### src/rtl/logicnets_pkg.sv
// Shared defaults and types for the runtime-loadable LogicNets neuron table.
package logicnets_pkg;

  localparam int IN_W   = 7;
  localparam int OUT_W  = 2;
  localparam int PACK   = 8;
  localparam int DEPTH  = 1 << IN_W;
  localparam int NBEATS = DEPTH / PACK;

  typedef enum logic [1:0] {
    EMPTY = 2'd0,
    LOAD  = 2'd1,
    RUN   = 2'd2
  } state_t;

endpackage

### src/rtl/logicnets_lut_ram.sv
// Neuron truth-table storage: one PACK-wide synchronous write port per beat,
// one asynchronous read port. No reset, so it maps onto distributed RAM.
module logicnets_lut_ram #(
  parameter int IN_W  = logicnets_pkg::IN_W,
  parameter int OUT_W = logicnets_pkg::OUT_W,
  parameter int PACK  = logicnets_pkg::PACK,
  parameter int BEAT_W = 1
) (
  input  logic                    i_clk,
  input  logic                    i_we,
  input  logic [BEAT_W-1:0]       i_wbeat,
  input  logic [PACK*OUT_W-1:0]   i_wdata,
  input  logic [IN_W-1:0]         i_raddr,
  output logic [OUT_W-1:0]        o_rdata
);

  localparam int DEPTH = 1 << IN_W;

  logic [OUT_W-1:0] r_mem [DEPTH];

  always_ff @(posedge i_clk) begin
    if (i_we) begin
      for (int j = 0; j < PACK; j++) begin
        r_mem[IN_W'(int'(i_wbeat) * PACK + j)] <= i_wdata[j*OUT_W +: OUT_W];
      end
    end
  end

  assign o_rdata = r_mem[i_raddr];

endmodule

### src/rtl/logicnets_lut_loadable.sv
// Loadable LogicNets neuron: config-stream framing FSM, table RAM and a
// one-cycle registered lookup path.
module logicnets_lut_loadable
  import logicnets_pkg::*;
#(
  parameter int IN_W  = logicnets_pkg::IN_W,
  parameter int OUT_W = logicnets_pkg::OUT_W,
  parameter int PACK  = logicnets_pkg::PACK
) (
  input  logic                  i_clk,
  input  logic                  i_rst,
  input  logic                  i_cfg_valid,
  output logic                  o_cfg_ready,
  input  logic [PACK*OUT_W-1:0] i_cfg_data,
  input  logic                  i_cfg_last,
  input  logic                  i_in_valid,
  output logic                  o_in_ready,
  input  logic [IN_W-1:0]       i_in_data,
  output logic                  o_out_valid,
  output logic [OUT_W-1:0]      o_out_data,
  output logic                  o_table_ok,
  output logic                  o_load_err
);

  localparam int NBeats = (1 << IN_W) / PACK;
  localparam int BEAT_W = (NBeats > 1) ? $clog2(NBeats) : 1;
  localparam logic [BEAT_W-1:0] LastBeat = BEAT_W'(NBeats - 1);

  state_t            r_state, w_stateNext;
  logic [BEAT_W-1:0] r_beatCnt, w_beatNext, w_curBeat;
  logic              r_cfgReady, r_tableOk, r_loadErr, r_outValid;
  logic [OUT_W-1:0]  r_outData;
  logic              w_tableOkNext, w_loadErrNext, w_we;
  logic              w_cfgAccept, w_inAccept;
  logic [OUT_W-1:0]  w_rdata;

  assign w_cfgAccept = i_cfg_valid & r_cfgReady;
  assign w_inAccept  = i_in_valid & (r_state == RUN);

  // A beat arriving outside LOAD restarts the table at beat 0; framing is
  // judged against the beat index it would occupy.
  always_comb begin
    w_stateNext   = r_state;
    w_beatNext    = r_beatCnt;
    w_tableOkNext = r_tableOk;
    w_loadErrNext = r_loadErr;
    w_we          = 1'b0;
    w_curBeat     = (r_state == LOAD) ? r_beatCnt : '0;
    if (w_cfgAccept) begin
      w_tableOkNext = 1'b0;
      w_loadErrNext = 1'b0;
      if ((w_curBeat == LastBeat) && i_cfg_last) begin
        w_we        = 1'b1;
        w_stateNext = RUN;
        w_beatNext  = '0;
        w_tableOkNext = 1'b1;
      end else if ((w_curBeat != LastBeat) && !i_cfg_last) begin
        w_we        = 1'b1;
        w_stateNext = LOAD;
        w_beatNext  = w_curBeat + 1'b1;
      end else begin
        w_stateNext   = EMPTY;
        w_beatNext    = '0;
        w_loadErrNext = 1'b1;
      end
    end
  end

  always_ff @(posedge i_clk or posedge i_rst) begin
    if (i_rst) begin
      r_state    <= EMPTY;
      r_beatCnt  <= '0;
      r_cfgReady <= 1'b0;
      r_tableOk  <= 1'b0;
      r_loadErr  <= 1'b0;
      r_outValid <= 1'b0;
      r_outData  <= '0;
    end else begin
      r_state    <= w_stateNext;
      r_beatCnt  <= w_beatNext;
      r_cfgReady <= 1'b1;
      r_tableOk  <= w_tableOkNext;
      r_loadErr  <= w_loadErrNext;
      r_outValid <= w_inAccept;
      if (w_inAccept) begin
        r_outData <= w_rdata;
      end
    end
  end

  // Asynchronous read, so a lookup colliding with a write sees old contents.
  logicnets_lut_ram #(
    .IN_W  (IN_W),
    .OUT_W (OUT_W),
    .PACK  (PACK),
    .BEAT_W(BEAT_W)
  ) u_ram (
    .i_clk  (i_clk),
    .i_we   (w_we),
    .i_wbeat(w_curBeat),
    .i_wdata(i_cfg_data),
    .i_raddr(i_in_data),
    .o_rdata(w_rdata)
  );

  assign o_cfg_ready = r_cfgReady;
  assign o_in_ready  = (r_state == RUN);
  assign o_out_valid = r_outValid;
  assign o_out_data  = r_outData;
  assign o_table_ok  = r_tableOk;
  assign o_load_err  = r_loadErr;

endmodule

### config.mk
export PLATFORM = sky130hd
export DESIGN_NAME = logicnets_lut_loadable
export DESIGN_NICKNAME = d
export VERILOG_FILES = /design/src/rtl/logicnets_pkg.sv /design/src/rtl/logicnets_lut_ram.sv /design/src/rtl/logicnets_lut_loadable.sv
export SDC_FILE = /design/constraint.sdc
export NUM_CORES = 1
export LEC_CHECK = 0
export CORE_MARGIN = 2
export CORE_UTILIZATION = 57
export CTS_BUF_LIST = sky130_fd_sc_hd__clkbuf_4
export DETAILED_ROUTE_END_ITERATION = 6
export GPL_ROUTABILITY_DRIVEN = 0
export HOLD_SLACK_MARGIN = 0.05
export PLACE_DENSITY = 0.78
export SYNTH_ARGS = -nofsm -noshare
export SYNTH_HDL_FRONTEND = slang
export SYNTH_SLANG_ARGS = --single-unit
### constraint.sdc
create_clock -name i_clk -period 3 [get_ports i_clk]
set_input_delay 0.6 -clock i_clk [delete_from_list [all_inputs] [get_ports i_clk]]
set_output_delay 0.6 -clock i_clk [all_outputs]
set_load 0.01 [all_outputs]
==> impl_metrics.tcl <==
set metrics [dict create \
    run_status "finished clean" \
    grt_pass1_vias 6313 \
    tightest_slew_ns 0.918 \
    sw_frac_of_total_pct 22.0 \
    area_delta_synth_final_pct 16.6 \
    drtIter0Drc 658 \
    reg2reg_to "u_ram.r_mem[63][0]$_DFFE_PP_" \
    worst_ep_required_time_ns 3.32 \
    synth_nets 614 \
    max_slew_margin_pct 38.6 \
    antenna_found_initial 1 \
    synth-compound-area-share_pct 3.74 \
    final.period_utilization_pct 93.3 \
    period_minus_slack_ns 2.80 \
    setup_violations 0 \
    overflow 0 \
    synth-seq-cells 267 \
    nets 731 \
    r2r.worst_path.cells 10 \
    die-width_microns 141 \
    yosysUniqueCellTypes 50 \
    synthXorXnorAreaFrac_pct 0.0817 \
    fin_util_pct 67.3 \
    via_count 6131 \
    synth_ff_type "edfxtp_1" \
    skew_ns 0.0552 \
    numCtsBuffers 69 \
    regToRegStartpoint "r_state[1]$_DFFE_PP0P_" \
    synthArstFlopShare_pct 4.12 \
    clockBufferDepth 3 \
    drive_above_1_share_pct 30.7 \
    wl_per_cell_microns 25.0 \
    synth_edf_count 256 \
    clk_latency_ns 0.66 \
    worst_setup_hold_path_clk_slew_ns 0.07 \
    hold_viol 0 \
    drc_errors 0 \
    fin_tns_setup_ns 0 \
    cts_tree "done" \
    p_clk_share_pct 40.1 \
    rows 50 \
    synth_top_family_by_area "multiplexers" \
    fillers 1165 \
    ant_nets 0 \
    port-buffer-count 34 \
    worstPathArrival_ns 3.12 \
    avgSynthCellArea_sq_um 18.5 \
    core_sq_um 18600 \
    clock.fmax_mhz 357 \
    ys_warn_count 0 \
    die_h_microns 141 \
    power_frac_comb_pct 6.1 \
    p_per_area_nw_per_um2 612 \
    start_kind "register" \
    dpl-instance-area_sq_um 11600 \
    clkSinkCount 267 \
    synthAdderAreaFrac_pct 0.817 \
    synthMuxAreaShare_pct 14.4 \
    slew_viol_final 0 \
    max_cap_violations 0 \
    grt_pass1_wl_microns 36800 \
    hold_path_class "in2async" \
    netlist_instances 579 \
    end_kind "register" \
    ys_seq_area_share_pct 74.2 \
    cts_max_level 3 \
    peakVddDrop_uv 317 \
    cp-endpoint "u_ram.r_mem[63][0]$_DFFE_PP_" \
    grt_max_degree 27 \
    start_util_pct 57.7 \
    power.internal_w 0.00598 \
    wl_microns 24500 \
    synth_area_sq_um 10700 \
    crit_type "reg2reg" \
    viasPerCell 6.26 \
    p_leak_nw 4.32 \
    power.share.sequential_pct 53.8 \
    rsz0062_at_grt "false" \
    dieArea_sq_um 19900 \
    crit_path_start "r_state[1]$_DFFE_PP0P_" \
    dp_hpwl_microns 15000 \
    final_area_sq_um 12500 \
    grt.total_usage_pct 25.4 \
    switchingPower_w 0.00169 \
    clockRootBuffer "clkbuf_4" \
    io_pins 35 \
    cp_max_fo 16 \
    synthSimpleGateAreaFrac_pct 4.63 \
    first_pass_iters 6 \
    rrSetupSlack_ns 0.20 \
]
==> placed cells by master (no fill, tap or decap), types with 4 or more instances in the layout <==
| cell | netlist | layout |
|---|---|---|
| inv_1 | 8 | 8 |
| edfxtp_1 | 256 | 256 |
| nor2b_1 | 9 | 8 |
| mux4_1 | 5 | 5 |
| a31oi_1 | 8 | 8 |
| mux2_2 | 25 | 25 |
| o22ai_1 | 16 | 16 |
| nor2_2 | 0 | 4 |
| buf_12 | 1 | 5 |
| ha_1 | 7 | 6 |
| clkbuf_4 | 0 | 105 |
| clkdlybuf4s50_1 | 0 | 32 |
| nand4_1 | 4 | 4 |
| buf_4 | 9 | 34 |
| nand2_1 | 42 | 39 |
| nor2_1 | 21 | 15 |
| mux4_2 | 33 | 33 |
| buf_6 | 1 | 6 |
| mux2i_1 | 39 | 39 |
| dfrtp_1 | 11 | 11 |
| a32oi_1 | 4 | 4 |
| clkinv_1 | 0 | 9 |
| nand3_1 | 8 | 8 |
==> through the flow <==
stage          cells  setup WS (ns)  total power, W  hold WS [ns]
3_3_place_gp     858         0.0480         0.00464         0.491
4_1_cts          978        -0.0269         0.00772         0.280
2_1_floorplan    579         -0.229         0.00444         0.452
5_1_grt          980         0.0210         0.00795         0.307
6_report         980          0.200         0.00766         0.312
3_5_place_dp     858         -0.159         0.00466         0.497
==> power groups by stage <==
stage	combinational, W	sequential (W)	clock, W
after floorplan	0.000244	0.00420	0
after detailed placement	0.000453	0.00420	0
after global placement	0.000442	0.00420	0
after global routing	0.000495	0.00412	0.00333
after CTS	0.000457	0.00412	0.00314
final	0.000468	0.00412	0.00307
==> cell usage after synthesis, types with 2 or more instances <==
cell type	instances	share of area, %
nand3_1	8	0.37
o31ai_1	2	0.14
nor4_1	3	0.17
o22ai_1	16	0.93
nor2b_1	9	0.52
a22oi_1	3	0.21
dfrtp_1	11	2.6
nand4_1	4	0.23
nand2b_1	3	0.17
nor3_1	4	0.19
ha_1	7	0.82
nand3b_1	2	0.14
buf_4	9	0.63
a31oi_1	8	0.47
mux2_2	25	2.6
mux4_2	33	6.9
a221oi_1	2	0.16
nand2_1	42	1.5
and2_1	3	0.17
nor2_1	21	0.73
buf_2	9	0.42
inv_1	8	0.28
a311oi_1	2	0.16
o21ai_0	3	0.14
a21oi_1	2	0.093
clkbuf_1	10	0.35
mux4_1	5	1.2
o221ai_1	3	0.24
mux2i_1	39	3.6
a2111oi_0	3	0.24
edfxtp_1	256	72
o2111ai_1	2	0.16
a32oi_1	4	0.33
buf_1	2	0.070
==> registers in the layout, summed over array words and instances, names as in the netlist <==
signal / cells
o_cfg_ready: 1
r_state: 2
u_ram.r_mem: 256
r_beatCnt: 4
o_out_data: 2
o_out_valid: 1
o_load_err: 1
==> layer usage <==
metal	global-route usage [%]	share of wire (%)
met5	0	0
met4	10.7	3.5
met3	6.49	9.7
met2	40.0	49
met1	34.4	38
==> worst max-delay path, stage by stage (launching register included) <==
cell and delay, ns:
dfrtp_1 0.44, nor2b_4 0.20, nand2_1 0.13, inv_1 0.13, ha_1 0.25, nand4_1 0.26, ha_4 0.32, nor2_4 0.16
nand2_1 0.20, nor2_1 0.17, buf_6 0.21
==> what timing repair did <==
item / 4_1_cts / 5_1_grt
hold buffers: 0 / 0
gates resized for setup: 3 / 16
pin swaps: 0 / 1
endpoints found under the setup margin: 231 / 240
buffers inserted: 0 / 1
==> layout make-up <==
cell class                 count  area, sq um  share of cell area [%]
tap                          234          293                    2.34
multi-input combinational    272         2600                    20.8
inverter                       8         30.0                   0.240
clock buffer                 105          788                    6.30
sequential                   267         7960                    63.6
timing repair buffer          78          748                    5.98
antenna                        1         2.50                  0.0200
clock inverter                15         85.1                   0.680
==> kinds of logic (layout without fill, tap and decap cells) <==
group | count (synthesis) | count (layout)
compound gates | 56 | 56
xor+xnor | 1 | 1
fa+ha+maj | 7 | 7
buf+inv | 40 | 206
flops | 267 | 267
mux | 102 | 102
other cells | 1 | 2
simple gates | 105 | 105
==> how the worst min path moves through the flow <==
| stage | from | end | slack [ns] | cells after the start |
|---|---|---|---|---|
| 6_report | i_rst | r_beatCnt[3]$_DFFE_PP0P_ | 0.31 | 2 |
| 4_1_cts | i_rst | r_beatCnt[3]$_DFFE_PP0P_ | 0.28 | 2 |
| 3_3_place_gp | r_beatCnt[0]$_DFFE_PP0P_ | r_beatCnt[0]$_DFFE_PP0P_ | 0.49 | 2 |
| 5_1_grt | i_rst | r_beatCnt[3]$_DFFE_PP0P_ | 0.31 | 2 |
| 2_1_floorplan | i_rst | o_cfg_ready$_DFF_PP0_ | 0.45 | 1 |
| 3_5_place_dp | o_load_err$_DFFE_PP0P_ | o_load_err$_DFFE_PP0P_ | 0.50 | 1 |
Note: power is estimated with default switching activity, not from simulation.
